==> src/rtl/keypad_scanner.sv <==
`timescale 1ns/1ps
// Debounced 4x4 matrix keypad scanner: rotates the column drive, debounces the
// synchronized rows and emits one registered pulse per accepted key press.
module keypad_scanner #(
  parameter int NUM_SCAN       = 50000,
  parameter int DEBOUNCE_SCANS = 10
) (
  input  logic       clk,
  input  logic       rst_n,
  input  logic [3:0] row,
  output logic [3:0] col,
  output logic [3:0] key_value,
  output logic       key_valid,
  output logic       start,
  output logic       clear
);

  localparam int WW = $clog2(NUM_SCAN);
  localparam int CW = $clog2(DEBOUNCE_SCANS + 1);
  localparam logic [WW-1:0] WIN_LAST = WW'(NUM_SCAN - 1);
  localparam logic [CW-1:0] CNT_MAX  = CW'(DEBOUNCE_SCANS);

  typedef enum logic [1:0] {SCAN, DEBOUNCE, HELD} state_t;

  state_t        state, state_n;
  logic [3:0]    row_meta, rs;
  logic [WW-1:0] win;
  logic [3:0]    col_n, lrow, lrow_n;
  logic [CW-1:0] cnt, cnt_n, rcnt, rcnt_n;
  logic          accept, accept_n;
  logic [3:0]    key_value_n;
  logic          key_valid_n, start_n, clear_n;
  logic          sample, one_low;
  logic [1:0]    ri, ci;
  logic [3:0]    col_rot;

  assign sample  = (win == WIN_LAST);
  assign one_low = (rs == 4'b1110) || (rs == 4'b1101) ||
                   (rs == 4'b1011) || (rs == 4'b0111);
  assign col_rot = {col[2:0], col[3]};

  // rst_n is an active-high reset despite its name.
  // NOTE: every clocked register below uses <= so all flops update from pre-edge values.
  always_ff @(posedge clk or posedge rst_n) begin
    if (rst_n) begin
      row_meta  <= 4'hF;
      rs        <= 4'hF;
      win       <= '0;
      state     <= SCAN;
      col       <= 4'b1110;
      lrow      <= 4'hF;
      cnt       <= '0;
      rcnt      <= '0;
      accept    <= 1'b0;
      key_value <= 4'd0;
      key_valid <= 1'b0;
      start     <= 1'b0;
      clear     <= 1'b0;
    end else begin
      row_meta  <= row;
      rs        <= row_meta;
      win       <= sample ? '0 : win + WW'(1);
      state     <= state_n;
      col       <= col_n;
      lrow      <= lrow_n;
      cnt       <= cnt_n;
      rcnt      <= rcnt_n;
      accept    <= accept_n;
      key_value <= key_value_n;
      key_valid <= key_valid_n;
      start     <= start_n;
      clear     <= clear_n;
    end
  end

  // NOTE: every signal gets a default first, so no path through this block infers a latch.
  always_comb begin
    state_n  = state;
    col_n    = col;
    lrow_n   = lrow;
    cnt_n    = cnt;
    rcnt_n   = rcnt;
    accept_n = 1'b0;
    if (sample) begin
      case (state)
        SCAN: begin
          if (one_low) begin
            lrow_n  = rs;
            cnt_n   = CW'(1);
            state_n = DEBOUNCE;
          end else begin
            col_n = col_rot;
          end
        end
        DEBOUNCE: begin
          if (rs == lrow) begin
            cnt_n = (cnt == CNT_MAX) ? cnt : cnt + CW'(1);
            if (cnt_n == CNT_MAX) begin
              state_n  = HELD;
              rcnt_n   = '0;
              accept_n = 1'b1;
            end
          end else begin
            cnt_n   = '0;
            col_n   = col_rot;
            state_n = SCAN;
          end
        end
        HELD: begin
          if (rs == 4'hF) begin
            rcnt_n = (rcnt == CNT_MAX) ? rcnt : rcnt + CW'(1);
            if (rcnt_n == CNT_MAX) begin
              state_n = SCAN;
              col_n   = col_rot;
              cnt_n   = '0;
              rcnt_n  = '0;
            end
          end else begin
            rcnt_n = '0;
          end
        end
        default: state_n = SCAN;
      endcase
    end
  end

  // Key decode from the latched row and the frozen column, one clk after acceptance.
  always_comb begin
    case (lrow)
      4'b1110: ri = 2'd0;
      4'b1101: ri = 2'd1;
      4'b1011: ri = 2'd2;
      default: ri = 2'd3;
    endcase
    case (col)
      4'b1110: ci = 2'd0;
      4'b1101: ci = 2'd1;
      4'b1011: ci = 2'd2;
      default: ci = 2'd3;
    endcase
    key_value_n = key_value;
    key_valid_n = 1'b0;
    start_n     = 1'b0;
    clear_n     = 1'b0;
    if (accept) begin
      if (ri == 2'd3) begin
        case (ci)
          2'd0:    clear_n = 1'b1;
          2'd1:    begin key_valid_n = 1'b1; key_value_n = 4'd0; end
          2'd2:    start_n = 1'b1;
          default: ;
        endcase
      end else if (ci != 2'd3) begin
        key_valid_n = 1'b1;
        key_value_n = {2'b00, ri} * 4'd3 + {2'b00, ci} + 4'd1;
      end
    end
  end

endmodule

==> config.mk <==
export PLATFORM = sky130hd
export DESIGN_NAME = keypad_scanner
export DESIGN_NICKNAME = d
export VERILOG_FILES = /design/src/rtl/keypad_scanner.sv
export SDC_FILE = /design/constraint.sdc
export NUM_CORES = 1
export LEC_CHECK = 0
export CAP_MARGIN = 20
export CORE_ASPECT_RATIO = 1.2
export CORE_MARGIN = 4
export CORE_UTILIZATION = 55
export DETAILED_ROUTE_END_ITERATION = 8
export PLACE_DENSITY = 0.86
export SLEW_MARGIN = 20
export SYNTH_ARGS = -nofsm -noshare
export SYNTH_HDL_FRONTEND = slang
export SYNTH_SLANG_ARGS = --single-unit
==> constraint.sdc <==
create_clock -name clk -period 2.48 [get_ports clk]
set_input_delay 0.248 -clock clk [delete_from_list [all_inputs] [get_ports clk]]
set_output_delay 0.248 -clock clk [all_outputs]
set_load 0.005 [all_outputs]
* After elaboration in Yosys (flattened, before gate mapping) *
Index checks and enable logic that the tools add are counted.
W data, S select, Z words.

storage, ports and cells
  bits in writable memories = 0
  bits in latches = 0
  memories = 0
  word-level logic and storage cells = 108
  register bits after elaboration = 50
  bits in read-only memories = 0
  output and inout bits = 11
  bits of input ports = 6

operators by class
  div/mod/pow operators = 0
  eq/ne operators = 32
  multipliers = 1
  shift operators = 0
  $lt $le $gt $ge = 0
  bitwise gates (word level) = 0
  mux-type cells = 43
  reduce and logical (&&, ||, !) cells = 14
  $add $sub $neg = 5

operators with widths
  kind                     number
  $mux W4                  17
  $eq A4 B4 Y1 const B     14
  $pmux W4 S3              2
  $pmux W2 S3              3
  $add A16 B1 Y16 const B  1
  $eq A16 B16 Y1 const B   1
  $mux W16                 1
  $ne A2 B2 Y1 const B     8
  $mux W1                  14
  $add A4 B1 Y4 const B    3
  $mux W2                  5
  $reduce_and A5 Y1        2
  $pmux W4 S2              1
  $eq A2 B2 Y1 const B     3
  $reduce_and A3 Y1        2
  $reduce_and A6 Y1        1
  $add A4 B2 Y4            1
  $eq A2 B1 Y1 const B     2
  $eq A4 B3 Y1 const B     1
  $eq A4 B4 Y1             1
  $logic_not A2 Y1         2
  $mul A2 B2 Y4 const B    1
  $reduce_and A4 Y1        1
  $reduce_bool A2 Y1       2
  4 further kinds          6

* Longest topological paths before layout *
  word-level depth = 7
  gate-level depth with buffers = 9
  depth with buffers taken out = 9

* Worst setup path after synthesis *
Ideal clock, no wire load.

  path kind = register to register
  start = register lrow[1]
  end = register key_value[2]
  arrival time = 2.144 ns
  period minus slack after synthesis = 2.269 ns
  cell stages (with the launch flop) = 8
  library setup time = 0.125 ns
  buffers on the path = 0
  slack = 0.211 ns
  data required time = 2.355 ns
  cells stage by stage = dfstp_2 > nand4b_1 > ha_1 > ha_1 > fa_1 > xnor2_1 > nor2_1 > mux2_2

on the way
  word-level cells in the longest chain between the ends = 7
  elaborated cells on any way between the ends = 13
  classes of those cells = add/sub: 2; mul: 1; eq/ne: 5; mux: 3; reduce/logical: 2

RTL lines
  element                 line  source
  from (decl)             28    logic [3:0] col_n, lrow, lrow_n;
  from (signal assigned)  65    lrow <= lrow_n;
  $eq A4 B4 Y1            129   case (lrow)
  $pmux W2 S3 (*)         129
  $mul A2 B2 Y4           155   key_value_n = {2'b00, ri} * 4'd3 + {2'b00, ci} + 4'd1;
  $add A4 B2 Y4           155
  $add A4 B1 Y4           155
  $mux W4                 153   end else if (ci != 2'd3) begin
  $mux W4                 146   if (ri == 2'd3) begin
  to (signal assigned)    69    key_value <= key_value_n;
  to (decl)               12    output logic [3:0] key_value,

Every way passes the cells marked *; elsewhere a longest branch is shown, timed or not. The select of a mux whose other input is x is not followed.
A chain may end at the register's enable or synchronous reset.

* Worst setup path after layout *
  start = register lrow[3]
  end = register key_value[2]

Same word-level chain as after synthesis.

==> flow_summary.yaml <==
timing:
  fin_worst_skew_ps: 11.4
  finalCritPeriodShare_pct: 94.4
  drv_slew: 0
  slew_headroom_pct: 59.1
  setup_tns_ps: 0
  whs_ps: 238
  post-route-worst-setup-slack_ps: 139
  rsz0062_at_grt: "yes"
  hold_viol: 0
  max_freq_ghz: 0.427
  tightest_slew_ps: 608
  finalSetupViolCount: 0
  fin_crit_ps: 2340
logic_synthesis:
  ys_seq_elements: 50
  yosys_warnings: 0
  async_flop_share_pct: 100
  synth_top_area_share_pct: 32.3
  synth-edff-count: 0
  postSynthCellCount: 246
  yosysSeqAreaShare_pct: 46.8
  yosys.area.top_type: "dfrtp_1"
  ys_types: 54
  synth-main-ff-cell: "dfrtp_1"
  synth_nets: 267
  netlist_area_sq_um: 2710
  syn_avg_cell_area_sq_um: 11.0
  ys_top_cells_by_area: "dfrtp_1, dfstp_2, ha_1, mux2_2, xor2_1"
detailed_routing:
  drtAntennaViolNets: 0
  dr.pass1.iters: 4
  num_vias: 1963
  drt-initial-drc-count: 96
  wl_per_cell_microns: 14.5
  viasPerCell: 5.89
  routed_wl_microns: 4840
  drcViolationCount: 0
grt:
  grtUsageTotal_pct: 17.4
  antenna_found_initial: 0
  grt-ovfl-total: 0
  grt_max_degree: 20
  grt_pass1_vias: 1924
  grt_pass1_wl_microns: 8530
pwr:
  p_per_area_nw_per_um2: 463
  finalPower_mw: 1.45
  leakage_nw: 1.37
  peakVddDrop_v: 0.000337
floorplan:
  die_y_microns: 84.9
  core_area_sq_um: 4700
  io_pins: 17
  fp-row-count: 27
  die_area_sq_um: 6120
  die_x_microns: 72.1
  initial_utilization_pct: 57.8
clock_network:
  clk_latency_ps: 310
  cts_buffer_depth: 2
  numCtsBuffers: 5
  h-tree-depth: 2
  cts_root_buf: "clkbuf_8"
  tritoncts: "done"
  clkTransAtPathRegs_ps: 100
  clock-sinks: 50
placement:
  pre_cts_slack_ps: 104
  port-buffer-count: 16
  gp_congestion: 0.819
  hpwl_microns: 3530
  post_dp_cell_area_sq_um: 2970
worst_setup_path:
  crit_chain: "nand4b_1 -> ha_2 -> nand2_2 -> nand2_1 -> ha_1 -> fa_1 -> xnor2_1 -> nor2_1 -> mux2_2"
  reg2reg_depth: 9
  slowest_delay_ps: 590
  cp_max_fo: 5
  cp-start-kind: "flop"
  rrSetupSlack_ps: 140
  worstPathBufferInverterCount: 0
  crit_family: "adder cells"
  cp-end-kind: "flop"
  r2r-start: "lrow[3]"
  cp_data_arrival_time_ps: 2540
  crit_required_ps: 2680
  critPathKind: "reg2reg"
  crit_path_top_delay_cell: "dfstp_2"
  timing.rr.end: "key_value[2]"
final_layout:
  syn_to_final_growth_pct: 15.4
  fin_area_sq_um: 3130
  drive_gt1_share_pct: 21.8
  antenna_cells: 0
  final_nets: 295
job:
  cap_viol_max_count: 0
min_path:
  hold_path_class: "in2async"
outcome:
  status: "complete, no violations"
==> repair_timing <==
item	in CTS	in global routing
buffers inserted	0	3
hold buffers	0	0
endpoints found under the setup margin	0	6
gates resized for setup	0	4
==> synthesized netlist by cell type, types with 2 or more instances <==
cell type / number
ha_1: 14
nor3_1: 3
nand2_1: 18
and2_1: 3
inv_1: 13
dfstp_2: 15
o211ai_1: 2
mux2_2: 15
nand3_1: 16
nor2b_1: 2
a211o_1: 2
o21ai_0: 4
o31ai_1: 2
nand4b_1: 8
a21oi_1: 3
clkbuf_1: 3
mux2i_1: 3
a31oi_1: 2
xnor2_1: 9
xor2_1: 13
dfrtp_1: 35
a311oi_1: 2
nand4_1: 3
nand2b_1: 4
and3_1: 6
nor2_1: 18
==> how the worst max path moves through the flow <==
stage,from,to,slack (ps),cells past startpoint
final,lrow[3],key_value[2],140,9
after global routing,lrow[1],key_value[2],-20,9
after CTS,lrow[1],key_value[2],80,9
after detailed placement,lrow[1],key_value[2],100,7
after global placement,lrow[1],key_value[2],150,7
after floorplan,lrow[1],key_value[2],210,7
==> state kept, by name, indices dropped and copies added, names as in the netlist <==
signal	count
rcnt	4
key_value	4
row_meta	4
start	1
clear	1
lrow	4
accept	1
state	2
col	4
rs	4
win	16
key_valid	1
cnt	4
==> routing by layer <==
| layer | share of wire [%] | routed length, microns | GRT usage (%) |
|---|---|---|---|
| met5 | 0 | 0 | 0 |
| met2 | 54 | 2590 | 30.4 |
| met4 | 2.6 | 126 | 7.69 |
| met3 | 4.2 | 203 | 3.67 |
| met1 | 40 | 1910 | 20.1 |
==> power breakdown <==
group / total (mW) / internal (mW) / switching, mW
logic: 0.0374 / 0.0147 / 0.0226
clock network: 0.577 / 0.302 / 0.275
registers: 0.835 / 0.827 / 0.00744
==> kinds of logic (layout without fill, tap and decap cells) <==
| kind of cell | Yosys count | after routing | share of synthesized area [%] |
|---|---|---|---|
| flip-flops | 50 | 50 | 46.8 |
| AND/OR/NAND/NOR | 95 | 95 | 20.2 |
| AO/OA/AOI/OAI | 30 | 30 | 9.09 |
| adder cells (fa/ha/maj) | 15 | 15 | 7.20 |
| buffers and inverters | 16 | 45 | 2.21 |
| multiplexers | 18 | 18 | 7.33 |
| XOR/XNOR | 22 | 22 | 7.10 |
==> placed cells by master (no fill, tap or decap), drive strengths merged, types with 3 or more instances in the layout <==
cell           Yosys  final
dfstp             15     15
a21oi              4      4
mux2i              3      3
clkbuf             3      5
nor2              18     18
and2               3      3
mux2              15     15
buf                0      8
ha                14     14
xor2              13     13
dfrtp             35     35
nor3               3      3
xnor2              9      9
clkdlybuf4s50      0     16
o21ai              5      5
o41ai              3      3
and3               6      6
nand2             18     18
nand3             16     16
inv               13     14
nor4               3      3
nand4              3      3
nand4b             8      8
nand2b             4      4
==> final cells by class <==
class	count	area, sq um
clock buffer	5	68.8
clock inverter	3	43.8
fill	366	1570
inverter	13	48.8
multi-input combinational	180	1410
sequential	50	1270
tap	58	72.6
timing repair buffer	24	220
==> stage by stage <==
stage | std cells | util [%]
2_1_floorplan | 246 | -
3_3_place_gp | 322 | 63.3
3_5_place_dp | 322 | 63.3
4_1_cts | 330 | 65.7
5_1_grt | 333 | 66.6
6_report | 333 | 66.6
No activity file was read; power rests on OpenSTA's default activity.
